===== src/rtl/flags_wb_pkg.sv =====
`default_nettype none
// ============================================================================
//  Module      : flags_wb_pkg
//  Description : Shared constants and helpers for the flags writeback block:
//                compact flag indices, EFLAGS bit positions, reset image.
//  Revision    : 1.0 - initial release
// ============================================================================
package flags_wb_pkg;

  // Compact 6-bit flag vector indices (ALU / CMPS / load-enable order)
  localparam int c_CF     = 0;
  localparam int c_PF     = 1;
  localparam int c_AF     = 2;
  localparam int c_ZF     = 3;
  localparam int c_SF     = 4;
  localparam int c_OF     = 5;
  localparam int c_NFLAGS = 6;

  // Architectural EFLAGS bit positions
  localparam int c_EF_CF = 0;
  localparam int c_EF_PF = 2;
  localparam int c_EF_AF = 4;
  localparam int c_EF_ZF = 6;
  localparam int c_EF_SF = 7;
  localparam int c_EF_DF = 10;
  localparam int c_EF_OF = 11;

  // Reset image: only the always-one reserved bit 1 is set
  localparam logic [15:0] c_EFLAGS_RST = 16'h0002;

  // Map a compact flag index onto its EFLAGS bit position
  function automatic int ef_pos(input int idx);
    case (idx)
      c_CF:    ef_pos = c_EF_CF;
      c_PF:    ef_pos = c_EF_PF;
      c_AF:    ef_pos = c_EF_AF;
      c_ZF:    ef_pos = c_EF_ZF;
      c_SF:    ef_pos = c_EF_SF;
      default: ef_pos = c_EF_OF;
    endcase
  endfunction

endpackage
`default_nettype wire


===== src/rtl/flags_merge.sv =====
`default_nettype none
// ============================================================================
//  Module      : flags_merge
//  Description : Combinational merge of one writeback entry onto an EFLAGS
//                image. POPF replaces the whole image; otherwise each flag
//                and DF is individually loaded or held.
//  Revision    : 1.0 - initial release
// ============================================================================
module flags_merge
  import flags_wb_pkg::*;
(
  input  logic [15:0] old_flags,
  input  logic        popf,
  input  logic [5:0]  ld_flag,
  input  logic [5:0]  src,
  input  logic        ld_df,
  input  logic        df_val,
  input  logic [15:0] pop_img,
  output logic [15:0] new_flags
);

  // Only the architectural bit positions of the POPF image are consumed
  logic w_unused_pop;
  assign w_unused_pop = &{1'b0, pop_img[15:12], pop_img[9:8], pop_img[5], pop_img[3:1]};

  // Build the merged image; old image bits are held unless explicitly loaded
  always_comb begin
    new_flags = old_flags;
    if (popf) begin
      new_flags          = c_EFLAGS_RST;
      new_flags[c_EF_CF] = pop_img[c_EF_CF];
      new_flags[c_EF_PF] = pop_img[c_EF_PF];
      new_flags[c_EF_AF] = pop_img[c_EF_AF];
      new_flags[c_EF_ZF] = pop_img[c_EF_ZF];
      new_flags[c_EF_SF] = pop_img[c_EF_SF];
      new_flags[c_EF_DF] = pop_img[c_EF_DF];
      new_flags[c_EF_OF] = pop_img[c_EF_OF];
    end else begin
      for (int i = 0; i < c_NFLAGS; i++) begin
        if (ld_flag[i]) begin
          new_flags[ef_pos(i)] = src[i];
        end
      end
      if (ld_df) begin
        new_flags[c_EF_DF] = df_val;
      end
    end
  end

endmodule
`default_nettype wire


===== src/rtl/flags_wb.sv =====
`default_nettype none
// ============================================================================
//  Module      : flags_wb
//  Description : Flags writeback stage. One-entry pending register between
//                EX and the architectural EFLAGS, with stall, flush and a
//                forwarded image that already includes the pending entry.
//  Revision    : 1.0 - initial release
// ============================================================================
module flags_wb
  import flags_wb_pkg::*;
(
  input  logic        clk,
  input  logic        rst,
  input  logic        ex_valid,
  output logic        ex_ready,
  input  logic        wb_stall,
  input  logic        flush,
  input  logic [5:0]  alu1_flags,
  input  logic [5:0]  cmps_flags,
  input  logic        cmps_sel,
  input  logic [5:0]  ld_flag,
  input  logic        df_val_ex,
  input  logic        ld_df,
  input  logic        popf,
  input  logic [31:0] alu_res1,
  output logic [15:0] eflags,
  output logic [15:0] flags_fwd,
  output logic        flags_pending
);

  logic        r_wb_valid;
  logic        r_popf;
  logic [5:0]  r_ld_flag;
  logic [5:0]  r_src;
  logic        r_ld_df;
  logic        r_df_val;
  logic [15:0] r_pop_img;
  logic [15:0] r_eflags;

  logic        w_accept;
  logic        w_commit;
  logic [15:0] w_commit_flags;
  logic [15:0] w_fwd_flags;
  logic        w_unused_res;

  // Upper result half never carries flag information
  assign w_unused_res = &{1'b0, alu_res1[31:16]};

  // Handshake: the slot is free when empty or draining this cycle;
  // flush overrides both accept and commit
  assign ex_ready = ~r_wb_valid | ~wb_stall;
  assign w_accept = ex_valid & ex_ready & ~flush;
  assign w_commit = r_wb_valid & ~wb_stall & ~flush;

  // Pending register and architectural image update
  always_ff @(posedge clk or posedge rst) begin
    if (rst) begin
      r_wb_valid <= 1'b0;
      r_popf     <= 1'b0;
      r_ld_flag  <= 6'd0;
      r_src      <= 6'd0;
      r_ld_df    <= 1'b0;
      r_df_val   <= 1'b0;
      r_pop_img  <= 16'd0;
      r_eflags   <= c_EFLAGS_RST;
    end else begin
      if (w_commit) begin
        r_eflags <= w_commit_flags;
      end
      if (flush) begin
        r_wb_valid <= 1'b0;
      end else if (w_accept) begin
        r_wb_valid <= 1'b1;
        r_popf     <= popf;
        r_ld_flag  <= ld_flag;
        r_src      <= cmps_sel ? cmps_flags : alu1_flags;
        r_ld_df    <= ld_df;
        r_df_val   <= df_val_ex;
        r_pop_img  <= alu_res1[15:0];
      end else if (w_commit) begin
        r_wb_valid <= 1'b0;
      end
    end
  end

  // Merge used when the pending entry retires into eflags
  flags_merge u_merge_commit (
    .old_flags (r_eflags),
    .popf      (r_popf),
    .ld_flag   (r_ld_flag),
    .src       (r_src),
    .ld_df     (r_ld_df),
    .df_val    (r_df_val),
    .pop_img   (r_pop_img),
    .new_flags (w_commit_flags)
  );

  // Merge used for the forwarded image seen by younger instructions
  flags_merge u_merge_fwd (
    .old_flags (r_eflags),
    .popf      (r_popf),
    .ld_flag   (r_ld_flag),
    .src       (r_src),
    .ld_df     (r_ld_df),
    .df_val    (r_df_val),
    .pop_img   (r_pop_img),
    .new_flags (w_fwd_flags)
  );

  assign eflags        = r_eflags;
  assign flags_fwd     = r_wb_valid ? w_fwd_flags : r_eflags;
  assign flags_pending = r_wb_valid & (r_popf | r_ld_df | (|r_ld_flag));

endmodule
`default_nettype wire


===== config.mk =====
export PLATFORM = sky130hd
export DESIGN_NAME = flags_wb
export DESIGN_NICKNAME = d
export VERILOG_FILES = /design/src/rtl/flags_wb_pkg.sv /design/src/rtl/flags_merge.sv /design/src/rtl/flags_wb.sv
export SDC_FILE = /design/constraint.sdc
export NUM_CORES = 1
export LEC_CHECK = 0
export CORE_ASPECT_RATIO = 0.8
export CORE_MARGIN = 2
export CORE_UTILIZATION = 40
export CTS_BUF_LIST = sky130_fd_sc_hd__clkbuf_4 sky130_fd_sc_hd__clkbuf_8
export CTS_CLUSTER_SIZE = 28
export DETAILED_ROUTE_END_ITERATION = 16
export PLACE_DENSITY = 0.82
export SYNTH_ARGS = -nofsm -noshare
export SYNTH_HDL_FRONTEND = slang
export SYNTH_HIERARCHICAL = 1
export SYNTH_SLANG_ARGS = --single-unit

===== constraint.sdc =====
create_clock -name clk -period 1.4 [get_ports clk]
set_input_delay 0.35 -clock clk [delete_from_list [all_inputs] [get_ports clk]]
set_output_delay 0.35 -clock clk [all_outputs]
set_load 0.02 [all_outputs]

==> results.py, run 1 <==
metrics = {
    "outcome": {
        "status": "complete, but fails checks",
        "violations": "setup timing",
    },
    "sta": {
        "layout_setup_ws_ns": -0.492,
        "fmaxAchievable_ghz": 0.528,
        "finalClockSkew_ns": 0.00290,
        "slew_headroom_pct": 73.6,
        "period_minus_slack_ns": 1.89,
        "finalSetupViolCount": 56,
        "rsz0062_at_grt": "yes",
        "min_period_over_period_pct": 135,
        "final_hold_viol_count": 0,
        "slew_violations": 0,
        "final.setup.tns_ns": -12.67,
        "tightest_slew_ns": 0.393,
    },
    "detailed_routing": {
        "drt-met1-wl_um": 2840,
        "wire_per_inst_um": 17.0,
        "drtIter0Drc": 104,
        "postRouteAntennaNets": 0,
        "wl_um": 6410,
        "wl_met2_um": 3150,
        "wl_met3_um": 353,
        "vias": 1900,
        "vias_per_cell": 5.04,
        "drc": 0,
        "routed.top_layer": "met4",
        "first_pass_iters": 4,
    },
    "synthesis": {
        "syn_avg_cell_area_um2": 12.4,
        "synth_nets": 238,
        "ys_warn_count": 6,
        "syn_area_um2": 2210,
        "syn-instance-count": 179,
    },
    "worst_setup_path": {
        "crit_required_ns": 1.05,
        "cpPeakStageDelay_ns": 0.47,
        "cp_slowest_cell": "dfrtp_2",
        "start_kind": "flip-flop",
        "crit_chain": "clkbuf_4, o21ai_1, mux2_2, buf_2",
        "arrival_ns": 1.54,
        "crit_type": "flip-flop to output pin",
        "cp_max_fo": 6,
        "end_kind": "output pin",
        "rrSetupSlack_ns": -0.21,
    },
    "global_routing": {
        "grt.total_usage_pct": 21.4,
        "first_global_vias": 1983,
        "antenna_found_initial": 0,
        "grt_pass1_wl_um": 9900,
        "grt_max_degree": 32,
        "grt-ovfl-total": 0,
    },
    "clocking": {
        "cts_sinks": 39,
        "cts.htree.levels": 2,
        "insertion_delay_ns": 0.29,
        "cts.path.max_buffers": 2,
        "cts_tree": "built",
        "cts.reportedPaths.clkPinSlew_ns": 0.07,
        "cts_buffers": 5,
        "root_buffer": "clkbuf_8",
    },
    "run": {
        "drv_cap": 0,
    },
    "layout": {
        "finalNetCount": 370,
        "layout.cells.non_filler": 377,
        "antenna_cells": 0,
        "drive_above_1_share_pct": 61.5,
        "seq_area_um2": 983,
        "area_growth_pct": 70.2,
        "multi_input_area_um2": 1310,
        "fillers": 373,
    },
    "floorplanning": {
        "ioPinCount": 93,
        "num_rows": 24,
        "die_h_um": 70.5,
        "initial_core_util_pct": 40.9,
        "die_area_um2": 6140,
        "die_w_um": 87.1,
        "coreArea_um2": 5410,
    },
    "power_and_ir_drop": {
        "powerDensity_nw_per_um2": 1230,
        "power.leakage_uw": 0.00180,
        "ir_worst_vdd_v": 0.000735,
    },
    "worst_hold_path": {
        "hold_class": "input port to async pin",
    },
    "placed_design": {
        "gp_congestion": 0.772,
        "port_buffers": 67,
        "dp_cells": 347,
        "hpwl_um": 3930,
    },
}
-- through the flow --
step	area [µm²]	hold slack, ns	utilization, %	power [µW]	setup WS [ns]
detailed placement	3300	0.533	61.0	3470	-0.531
finish	3760	0.289	69.6	4610	-0.492
global route	3760	0.331	69.6	4860	-0.524
global placement	3300	0.524	61.0	3410	-0.499
floorplan	2220	0.416	-	2490	-0.0287
CTS	3600	0.291	66.5	4380	-0.450
-- flip-flops by register name, indices dropped and copies added (netlist names) --
signal	cells
r_df_val	1
r_ld_flag	6
r_popf	1
eflags	16
r_ld_df	1
r_src	6
r_wb_valid	1
r_pop_img	7
-- routing by layer --
metal / vias up / track usage, %
met1: 938 / 27.6
met5: - / 0
li1: 900 / -
met2: 55 / 35.3
met4: 0 / 7.52
met3: 7 / 4.73
-- layout make-up --
type | count | share of cell area, %
multi-input cells | 128 | 34.7
well taps | 65 | 2.16
clock buffers | 8 | 2.76
flip-flops and latches | 39 | 26.1
repair buffers | 136 | 34.2
inverters | 1 | 0.0998
-- path summary, 6_finish.rpt --
path,cells past startpoint,start,endpoint
hold reg to reg,1,r_pop_img[4],r_pop_img[4]
setup reg to reg,7,r_wb_valid,r_src[1]
max in group asynchronous,3,rst,r_ld_flag[3]
hold / removal,2,rst,eflags[15]
setup / recovery,4,r_popf,flags_fwd[4]
min in group clk,2,flush,r_wb_valid
-- placed cells by master, fill, tap and decap left out, types with 3 or more instances in the layout --
cell type	count
dfrtp_1	33
buf_2	17
mux2_4	29
mux2i_1	14
nand2_1	11
buf_12	7
nor2b_2	3
o21ai_0	9
dfrtp_2	5
clkbuf_8	7
buf_6	25
nor2b_1	10
buf_4	48
clkdlybuf4s50_1	31
mux2_2	31
o21ai_2	3
-- where the power goes --
part / internal, µW / leakage (µW) / switching (µW)
registers: 1360 / 0.000476 / 174
clock network: 469 / 0.0000549 / 396
logic: 1260 / 0.00127 / 957
-- critical path, delay by kind of cell, from the launching register on --
kind	cells	cell delay (ns)
mux	1	0.30
flops	1	0.47
compound gates	1	0.10
buf+inv	2	0.38
-- repair_timing --
item                       CTS  global route
resized for setup          189            44
pin swaps                    1             0
setup endpoints to repair   72            58
cloned                       3             1
hold endpoints to repair     0             0
setup buffers               15             5
hold buffers                 0             0
Note: power is estimated with default switching activity, not from simulation.
==> run 2: changes to the inputs <==
--- a/config.mk
+++ b/config.mk
@@ -5,13 +5,14 @@
 export SDC_FILE = /design/constraint.sdc
 export NUM_CORES = 1
 export LEC_CHECK = 0
+export CAP_MARGIN = 30
 export CORE_ASPECT_RATIO = 0.8
 export CORE_MARGIN = 2
-export CORE_UTILIZATION = 40
+export CORE_UTILIZATION = 42
 export CTS_BUF_LIST = sky130_fd_sc_hd__clkbuf_4 sky130_fd_sc_hd__clkbuf_8
 export CTS_CLUSTER_SIZE = 28
 export DETAILED_ROUTE_END_ITERATION = 16
-export PLACE_DENSITY = 0.82
+export PLACE_DENSITY = 0.85
 export SYNTH_ARGS = -nofsm -noshare
 export SYNTH_HDL_FRONTEND = slang
 export SYNTH_HIERARCHICAL = 1
==> results.py, run 2 (synthesized netlist as in run 1, its figures left out) <==
metrics = {
    "worst_setup_path": {
        "arrival_ns": 1.51,
        "cpPeakStageDelay_ns": 0.47,
        "rr_endpoint": "eflags[11]",
        "end_kind": "output pin",
        "cp_max_fo": 5,
        "start_kind": "flip-flop",
        "rrSetupSlack_ns": -0.35,
        "cp_slowest_cell": "dfrtp_2",
        "crit_required_ns": 1.05,
        "endpoint": "flags_fwd[1]",
        "r2r_cells": 7,
        "setup.worst_path.start": "r_popf",
        "reg2reg_from": "r_wb_valid",
        "crit_type": "flip-flop to output pin",
        "crit_chain": "buf_12, or2_1, mux2_4, buf_6",
    },
    "sta": {
        "min_period_over_period_pct": 133,
        "tightest_slew_ns": 0.335,
        "final_hold_viol_count": 0,
        "slew_violations": 0,
        "rsz0062_at_grt": "yes",
        "layout_setup_ws_ns": -0.460,
        "finalSetupViolCount": 57,
        "finalClockSkew_ns": 0.00783,
        "slew_headroom_pct": 77.5,
        "period_minus_slack_ns": 1.86,
        "fmaxAchievable_ghz": 0.538,
    },
    "layout": {
        "antenna_cells": 0,
        "final_cell_mix": "buf_4, dfrtp_1, mux2_4",
        "area_growth_pct": 75.7,
        "largest_reg_flops": 16,
        "finalNetCount": 380,
        "final_common_cell": "buf_4",
        "final_design_area_no_fill_um2": 3880,
        "drive_above_1_share_pct": 58.7,
        "final_util_pct": 77.1,
    },
    "worst_hold_path": {
        "hold_class": "input port to async pin",
    },
    "floorplanning": {
        "ioPinCount": 93,
        "die_area_um2": 5860,
        "coreArea_um2": 5040,
        "die_w_um": 85.1,
        "num_rows": 23,
        "die_h_um": 68.9,
        "initial_core_util_pct": 43.9,
    },
    "clocking": {
        "cts.htree.levels": 2,
        "root_buffer": "clkbuf_8",
        "cts.path.max_buffers": 2,
        "insertion_delay_ns": 0.29,
        "cts.reportedPaths.clkPinSlew_ns": 0.08,
        "cts_sinks": 39,
        "cts_tree": "built",
        "cts_buffers": 5,
    },
    "power_and_ir_drop": {
        "powerDensity_nw_per_um2": 1230,
        "ir_worst_vdd_v": 0.000917,
        "power.leakage_uw": 0.00191,
    },
    "global_routing": {
        "grt.total_usage_pct": 24.0,
        "met1_usage_pct": 27.7,
        "first_global_vias": 2161,
        "grt_use_met2_pct": 45.8,
        "globalRouteMet3Util_pct": 5.24,
        "grt_max_degree": 20,
        "grt-ovfl-total": 0,
        "top_usage_layer": "met2",
        "antenna_found_initial": 0,
        "grt_pass1_wl_um": 10600,
    },
    "run": {
        "drv_cap": 0,
    },
    "detailed_routing": {
        "first_pass_iters": 4,
        "postRouteAntennaNets": 0,
        "wire_per_inst_um": 18.1,
        "wl_um": 6940,
        "vias_per_cell": 5.11,
        "drc": 0,
        "drtIter0Drc": 47,
        "vias": 1962,
    },
    "placed_design": {
        "gp_congestion": 0.740,
        "port_buffers": 67,
        "hpwl_um": 4050,
        "pre_cts_ws_ns": -0.521,
        "postPlaceCellArea_um2": 3360,
    },
    "outcome": {
        "status": "complete, but fails checks",
        "violations": "setup timing",
    },
}
## run 2: cell types whose count changed in the layout (fill, tap and decap cells not counted), moves of 3 or more
cell	delta
nor2b_1	+4
dfrtp_2	-3
buf_4	+5
o21ai_0	+3
mux2_2	-5
mux2_4	+5
buf_12	+4
dfrtp_1	+3
nor2b_2	-3
## run 2: what timing repair did
action	4_1_cts	5_1_grt
endpoints found under the setup margin	72	59
endpoints found under the hold margin	0	0
cloned	5	0
pin swaps	1	0
buffers inserted	21	5
hold buffers	0	0
resized for setup	185	31
## run 2: worst min-delay path by stage
stage / endpoint / slack (ns) / cells after the start
finish: eflags[3] / 0.29 / 2
global route: eflags[15] / 0.30 / 2
CTS: eflags[15] / 0.29 / 2
detailed placement: r_pop_img[4] / 0.54 / 1
global placement: r_src[3] / 0.52 / 1
floorplan: r_wb_valid / 0.42 / 1
## run 2: per-layer routing
layer  vias to the layer above  part of all wire [%]
met4                         0                   1.6
li1                        916                     -
met3                        13                   5.5
met2                        71                    52
met5                         -                     0
met1                       962                    40
## run 2: critical path: cells and delay by family (launching register included)
kind / cells / cell delay (ns)
simple gates: 1 / 0.21
mux: 1 / 0.26
flops: 1 / 0.47
buf+inv: 2 / 0.28
## run 2: stage by stage
| stage | TNS [ns] | power (µW) | hold WS [ns] | std cells |
|---|---|---|---|---|
| after floorplan | -0.0287 | 2490 | 0.416 | 179 |
| after global placement | -21.39 | 3450 | 0.517 | 350 |
| after detailed placement | -23.01 | 3540 | 0.537 | 350 |
| after CTS | -17.84 | 4660 | 0.291 | 383 |
| after global routing | -20.27 | 4990 | 0.300 | 384 |
| final | -17.33 | 4780 | 0.293 | 384 |
## run 2: final cells by class
class,count,area [µm²]
inverter,1,3.75
timing repair buffer,146,1420
clock inverter,1,30.0
multi-input combinational,128,1290
tap,62,77.6
fill,315,1150
sequential,39,980
clock buffer,7,83.8
## run 2: power breakdown
group	internal [µW]	switching, µW
Sequential	1350	179
Clock	572	385
Combinational	1310	974
